<file path="src/rtl/sdspi_bench_seq.sv">
// sdspi_bench_seq: sweeps the SD read system over a range of SCLK speeds.
// For each speed it resets the downstream system for RST_CYCLES cycles,
// starts it, measures the run length in clk cycles and offers one result
// on the res_* channel. A one-cycle done pulse ends the sweep.
// Optional build macro SDSPI_BENCH_TIMEOUT_EN: adds a per-run cycle limit
// of TIMEOUT_CYCLES. When it fires, the run reports res_timeout=1 and res_err=1.
module sdspi_bench_seq #(
  parameter int unsigned RST_CYCLES     = 4,
  parameter logic [31:0] TIMEOUT_CYCLES = 32'h0100_0000
) (
  input  logic        clk,
  input  logic        rst,
  input  logic        go,
  input  logic        abort,
  input  logic [31:0] cfg_n_blocks,
  input  logic        cfg_cmd18,
  input  logic [4:0]  cfg_speed_first,
  input  logic [4:0]  cfg_speed_last,
  output logic        sys_rst,
  output logic        sys_start,
  output logic [31:0] sys_n_blocks,
  output logic        sys_cmd18,
  output logic [4:0]  sys_sclk_speed,
  input  logic        sys_finish,
  input  logic        sys_err,
  input  logic        sys_busy,
  output logic        res_valid,
  input  logic        res_ready,
  output logic [4:0]  res_speed,
  output logic [31:0] res_cycles,
  output logic        res_err,
  output logic        res_timeout,
  output logic        busy,
  output logic        done
);

  typedef enum logic [2:0] {
    IDLE    = 3'd0,
    RST_SYS = 3'd1,
    START   = 3'd2,
    RUN     = 3'd3,
    REPORT  = 3'd4,
    NEXT    = 3'd5,
    DONE    = 3'd6
  } state_t;

  localparam logic [7:0] RST_LAST = 8'(RST_CYCLES - 1);

  state_t      state_q, state_d;
  logic [7:0]  rst_cnt_q;
  logic [31:0] cyc_q;
  logic [31:0] cyc_inc;
  logic [31:0] n_blocks_q;
  logic        cmd18_q;
  logic [4:0]  speed_q;
  logic [4:0]  speed_last_q;
  logic        res_err_q;
  logic        res_to_q;
  logic        timeout_hit;
  logic        run_exit;

  assign cyc_inc = (cyc_q == '1) ? cyc_q : cyc_q + 32'd1;

`ifdef SDSPI_BENCH_TIMEOUT_EN
  // A finish or error in the same cycle takes precedence over the limit.
  assign timeout_hit = !sys_err && !sys_finish && (cyc_inc >= TIMEOUT_CYCLES);
`else
  assign timeout_hit = 1'b0;
`endif

  assign run_exit = sys_err || sys_finish || timeout_hit;

  // State register.
  always_ff @(posedge clk or negedge rst) begin
    if (!rst) state_q <= IDLE;
    else      state_q <= state_d;
  end

  // Next-state logic; abort overrides every other transition.
  always_comb begin
    state_d = state_q;
    case (state_q)
      IDLE:    if (go) state_d = RST_SYS;
      RST_SYS: if (rst_cnt_q == RST_LAST) state_d = START;
      START:   if (sys_busy || sys_finish) state_d = RUN;
      RUN:     if (run_exit) state_d = REPORT;
      REPORT:  if (res_ready) state_d = NEXT;
      NEXT:    state_d = (speed_q >= speed_last_q) ? DONE : RST_SYS;
      DONE:    state_d = IDLE;
      default: state_d = IDLE;
    endcase
    if (abort) state_d = IDLE;
  end

  // Output decode from the current state.
  always_comb begin
    sys_rst   = 1'b1;
    sys_start = 1'b0;
    res_valid = 1'b0;
    busy      = 1'b1;
    done      = 1'b0;
    case (state_q)
      IDLE:       busy = 1'b0;
      START, RUN: begin
        sys_rst   = 1'b0;
        sys_start = 1'b1;
      end
      REPORT:     res_valid = 1'b1;
      DONE:       done = 1'b1;
      default:    ;
    endcase
  end

  // Sweep configuration capture, speed stepping, reset timer and run counter.
  // The run counter is zeroed throughout RST_SYS so that it enters START at 0;
  // it then counts the START cycles and every RUN cycle up to the exit cycle.
  always_ff @(posedge clk or negedge rst) begin
    if (!rst) begin
      rst_cnt_q    <= '0;
      cyc_q        <= '0;
      n_blocks_q   <= '0;
      cmd18_q      <= 1'b0;
      speed_q      <= '0;
      speed_last_q <= '0;
      res_err_q    <= 1'b0;
      res_to_q     <= 1'b0;
    end else begin
      if (state_q == RST_SYS) rst_cnt_q <= rst_cnt_q + 8'd1;
      else                    rst_cnt_q <= '0;

      if (state_q == IDLE && go && !abort) begin
        n_blocks_q   <= cfg_n_blocks;
        cmd18_q      <= cfg_cmd18;
        speed_q      <= cfg_speed_first;
        speed_last_q <= cfg_speed_last;
      end

      if (state_q == NEXT && !abort && speed_q < speed_last_q)
        speed_q <= speed_q + 5'd1;

      case (state_q)
        RST_SYS: cyc_q <= '0;
        START:   cyc_q <= cyc_inc;
        RUN:     cyc_q <= timeout_hit ? TIMEOUT_CYCLES : cyc_inc;
        default: ;
      endcase

      if (state_q == RUN && run_exit) begin
        res_err_q <= sys_err || timeout_hit;
        res_to_q  <= timeout_hit;
      end
    end
  end

  assign sys_n_blocks   = n_blocks_q;
  assign sys_cmd18      = cmd18_q;
  assign sys_sclk_speed = speed_q;
  assign res_speed      = speed_q;
  assign res_cycles     = cyc_q;
  assign res_err        = res_err_q;

`ifdef SDSPI_BENCH_TIMEOUT_EN
  assign res_timeout = res_to_q;
`else
  assign res_timeout = 1'b0;
`endif

endmodule

</file>
<file path="config.mk">
export PLATFORM = sky130hd
export DESIGN_NAME = sdspi_bench_seq
export DESIGN_NICKNAME = d
export VERILOG_FILES = /design/src/rtl/sdspi_bench_seq.sv
export SDC_FILE = /design/constraint.sdc
export NUM_CORES = 1
export LEC_CHECK = 0
export ABC_AREA = 1
export BUFFER_PORTS_ARGS = -buffer_cell sky130_fd_sc_hd__buf_2
export CAP_MARGIN = 20
export CORE_MARGIN = 10
export CORE_UTILIZATION = 45
export CTS_BUF_LIST = sky130_fd_sc_hd__clkbuf_4 sky130_fd_sc_hd__clkbuf_8
export DETAILED_ROUTE_END_ITERATION = 7
export PLACE_DENSITY = 0.7
export SLEW_MARGIN = 0
export SYNTH_ARGS = -nofsm -noshare
export SYNTH_HDL_FRONTEND = slang
export SYNTH_SLANG_ARGS = --single-unit
export TNS_END_PERCENT = 20
</file>
<file path="constraint.sdc">
create_clock -name clk -period 5.3 [get_ports clk]
set_input_delay 0.265 -clock clk [delete_from_list [all_inputs] [get_ports clk]]
set_output_delay 0.265 -clock clk [all_outputs]
set_load 0.01 [all_outputs]
</file>
# After elaboration in Yosys (flattened, before gate mapping)

Cells that the tools add are included.

Magnitude comparators: 2
Multiplexer cells: 18
Reduce and logical (&&, ||, !) cells: 14
Equal/unequal tests: 14
Shift-type cells: 0
Bitwise logic cells: 0
Div/mod/pow operators: 0
$add $sub $neg: 3
Multiply operators: 0

Operators with widths:

| operator                                            | count |
|---|---|
| one-hot mux 32 bit (2 select lines)                 | 1 |
| adder 32 x 1 -> 32 bit, second input constant       | 1 |
| equality test 32 bit, second input constant         | 1 |
| two-way mux 32 bit                                  | 1 |
| two-way mux 3 bit                                   | 7 |
| one-hot mux 3 bit (6 select lines)                  | 1 |
| inequality test 3 bit, second input constant        | 5 |
| two-way mux 5 bit                                   | 2 |
| equality test 3 bit, second input constant          | 3 |
| adder 8 x 1 -> 8 bit, second input constant         | 1 |
| equality test 8 x 2 -> 1 bit, second input constant | 1 |
| two-way mux 8 bit                                   | 1 |
| equality test 3 x 2 -> 1 bit, second input constant | 2 |
| adder 5 x 1 -> 5 bit, second input constant         | 1 |
| >= comparator 5 bit                                 | 1 |
| logical AND 1 bit                                   | 5 |
| < comparator 5 bit                                  | 1 |
| two-way mux 1 bit                                   | 5 |
| AND reduction 5 bit                                 | 1 |
| nonzero test 2 bit                                  | 2 |
| equality test 3 x 1 -> 1 bit, second input constant | 1 |
| zero test 3 bit                                     | 1 |
| logical OR 1 bit                                    | 2 |
| inequality test 2 bit, second input constant        | 1 |
| 3 further kinds                                     | 3 |

Logic and storage cells: 59
Memories: 0
Bits in latches: 0
Bits of input ports: 51
Output and inout bits: 82
Memory bits (writable): 0
Flip-flop bits (word level): 87
Bits in read-only memories: 0

# Logic depth before layout (Yosys ltp)

Depth in word-level cells: 5
Mapped depth: 11
Mapped depth without buffers: 10

# Worst setup path before layout

Ideal clock, no wire load.

Path type: register to register
Start: reg cyc_q[0] (netlist: res_cycles[0])
End: reg cyc_q[15] (netlist: res_cycles[15])
Setup slack: 3.499 ns
Cell stages (with the launch flop): 12
Clock period less this slack: 1.801 ns
Data arrival time: 1.683 ns
Buffers on the path: 1
Data required time: 5.181 ns
Library setup time: 0.119 ns
Cells stage by stage: dfrtp_1 ha_1 nand2_1 nor2_4 nand2_4 nor2_4 nand2_4 nand2_1 nand2_2 buf_6 nand3_1 nand2_1

Cells in the longest elaborated chain, start to end: 3
Elaborated cells on any way between the ends: 6
Classes of those cells: add/sub (1); eq/ne (2); mux (2); reduce/logical (1)

RTL lines:

| what                                                                              | RTL line | source |
|---|---|---|
| start, declared                                                                   | 51       | `logic [31:0] cyc_q;` |
| start signal, assigned                                                            | 143      | `START: cyc_q <= cyc_inc;` |
| start signal, assigned                                                            | 144      | `RUN: cyc_q <= timeout_hit ? TIMEOUT_CYCLES : cyc_inc;` |
| adder 32 x 1 -> 32 bit / equality test 32 bit (equally long branches)             | 62       | `assign cyc_inc = (cyc_q == '1) ? cyc_q : cyc_q + 32'd1;` |
| two-way mux 32 bit / inequality test 2 bit (equally long branches)                | n/a      |  |
| one-hot mux 32 bit (2 select lines) / AND reduction 2 bit (equally long branches) | n/a      |  |

Parallel ways exist; a longest one is shown, timed or not. The select of a mux whose other input is x is not followed.
A chain may end at the register's enable or synchronous reset.

# Worst setup path in the final report

Start: reg state_q[1]
End: reg speed_last_q[4]

Cells in the longest elaborated chain, start to end: 3

RTL lines:

| what                           | RTL line | source |
|---|---|---|
| start, declared                | 49       | `state_t state_q, state_d;` |
| start signal, assigned         | 76       | `else state_q <= state_d;` |
| zero test 3 bit                | 131      | `if (state_q == IDLE && go && !abort) begin` |
| logical AND 1 bit (2 in a row) | 131      |  |
| end signal, assigned           | 135      | `speed_last_q <= cfg_speed_last;` |
| end, declared                  | 56       | `logic [4:0] speed_last_q;` |

No other way between the ends.

==> results.toml <==
[outcome]
status = "finished, final reports clean"

[setup_path]
crit_path_start_kind = "register"
startpoint = "state_q[1]"
rr_worst_depth = 6
path_cells = "nor3_1 -> nand3_1 -> buf_4 -> inv_1 -> buf_4 -> o21ai_0"
critPathCaptureType = "register"
critPathKind = "register to register"
cp_common_cell = "buf_4"
slowest_delay_ps = 460
path_delay_family = "buffers and inverters"
crit_cells = 6
r2r_slack_ps = 3060
rr_endpoint = "speed_last_q[4]"
crit_buf_inv = 3
crit_arrival_ps = 2470
crit_slowest_cell = "dfrtp_1"
required_ps = 5520
path_max_fanout = 39
r2r-start = "state_q[1]"
critPathCapture = "speed_last_q[4]"

[drt]
drt.antenna.violating_nets = 0
drc = 0
drtIter0Drc = 330
via_count = 4599
dr.pass1.iters = 5
via_per_inst = 4.99
totalWireLength_um = 13400
wl_per_cell_um = 14.6

[power]
leakage_uw = 0.00303
power.total_uw = 2480
peakVddDrop_uv = 257
p_per_area_nw_per_um2 = 431

[sta]
fin_crit_sh_pct = 42.3
slew_viol_final = 0
rsz0062_at_grt = "no"
worst_pin_slew_ps = 696
clock.fmax_mhz = 446
hold_ws_ps = 99.9
fin_setup_tns_ps = 0
slew_headroom_pct = 53.5
layout_min_cycle_time_ps = 2240
final_hold_viol_count = 0
skew_ps = 11.9
worst_slack_ps = 3060
setup_viol = 0

[placed_design]
portBuffers = 131
hpwl_um = 10200
gp_congestion = 0.896
dp_slack_ps = 3060

[global_routing]
grt_overflow = 0
grt_util_all_layers_pct = 17.7
antenna_found_initial = 0
grt_pass1_wl_um = 21900
first_global_vias = 4515
grt_max_degree = 48

[clock_network]
cts_tree = "done"
cts_root_buffer = "clkbuf_8"
clk_path_buf_depth = 2
h-tree-depth = 3
numClockSinks = 87
cts_made_buffers = 9
clkTransAtPathRegs_ps = 90
clk_latency_ps = 350

[final_layout]
layout-drive-gt1-share_pct = 21.0
syn_to_final_growth_pct = 21.0
layout_common_cells = "nand2_1, buf_2, dfrtp_1"
layout_commonest_cell = "nand2_1"
fin_nets = 839
antenna_cells = 0
utilization_pct = 55.7

[logic_synthesis]
ys_types = 31
synth_top_area_share_pct = 45.8
syn_inst = 656
synth_enable_flop_cells = 0
synth_warnings = 0
postSynthAreaPerCell_um2 = 7.24
ys.flop_type = "dfrtp_1"
synth_nets = 715
ys_ff_latch = 87
synth_top_area_cell = "dfrtp_1"
syn_area_um2 = 4750
synthTopCellsByArea = "dfrtp_1, nand2_1, nand3_1, nor2_1, inv_1"
synthArstFlopShare_pct = 100
yosysSeqAreaShare_pct = 45.8

[die]
io_pins = 133
die_w_um = 123
die_y_um = 123
core_area_um2 = 10300
initial_utilization_pct = 46.0
dieArea_um2 = 15100
fp-row-count = 37

[hold_path]
hp-class = "input port to register"

[flow_run]
maxCapViolCount = 0
[synth_stat cells (2+ instances only)]
cell and count:
nand3_1 57, clkbuf_1 6, ha_1 8, nor3_1 8, nand2_4 2, nor2_1 72
o21ai_1 9, buf_2 5, xnor2_1 6, inv_1 55, nand2_2 2, nand2_1 269
o21ai_0 26, inv_2 2, xor2_1 7, buf_6 3, o21ai_2 3, buf_4 7
dfrtp_1 87, nor2_4 4, nand4_1 3, a21oi_1 5, a21o_1 2
[cell families after synthesis]
| family | count (synthesis) | synth area share [%] |
|---|---|---|
| and+or+nand+nor | 421 | 36.7 |
| DFF | 87 | 45.8 |
| other | 1 | 0.0789 |
| buffers and inverters | 79 | 7.40 |
| AOI/OAI and AO/OA | 47 | 5.56 |
| adders and majority gates | 8 | 2.11 |
| xor gates and xnor gates | 13 | 2.40 |
[area by class of cell]
cell class / instances / area, um^2
clock inverter: 5 / 129
timing repair buffer: 135 / 691
fill: 1017 / 4570
clock buffer: 11 / 145
sequential: 87 / 2180
tap: 136 / 170
multi-input combinational: 490 / 2220
inverter: 57 / 214
[sequential cells by signal, indices dropped and copies added, names as in the netlist]
signal,count
speed_last_q,5
state_q,3
res_speed,5
sys_cmd18,1
sys_n_blocks,32
res_cycles,32
res_err,1
rst_cnt_q,8
[report_power, final]
part	internal (uW)	switching [uW]	total [uW]
logic	309	574	884
clock network	380	245	626
registers	839	132	971
[layer usage]
| metal | global-route usage [%] | up-vias | wire [um] |
|---|---|---|---|
| met3 | 5.56 | 17 | 1250 |
| met1 | 22.0 | 2135 | 5700 |
| met5 | 0 | - | 0 |
| met4 | 5.45 | 0 | 205 |
| li1 | - | 2288 | - |
| met2 | 28.9 | 159 | 6260 |
[worst min path at each step]
stage                             endpoint  depth (start not counted)  slack [ps]             start
after global placement        rst_cnt_q[4]                          1         320               rst
final                     sys_n_blocks[16]                          3         100  cfg_n_blocks[16]
after floorplan              res_cycles[0]                          0         -30               rst
after detailed placement      rst_cnt_q[4]                          1         330               rst
after global routing       sys_n_blocks[4]                          3          90   cfg_n_blocks[4]
after CTS                 sys_n_blocks[27]                          3          80  cfg_n_blocks[27]
[worst reg2reg max path: stages, from the launching register on]
cell and delay, ps:
dfrtp_1 460, nor3_1 400, nand3_1 130, buf_4 280
inv_1 290, buf_4 410, o21ai_0 150
[stage by stage]
stage	cell area, um^2	cells
after detailed placement	5470	904
final	5750	921
after floorplan	4750	656
after global placement	5470	904
after CTS	5750	921
after global routing	5750	921
[what timing repair did]
item / in CTS / in global routing
buffers inserted: 0 / 0
hold buffers: 1 / 0
endpoints found under the hold margin: 46 / 0
resized for setup: 0 / 0
Power figures use the tool's default switching activity.
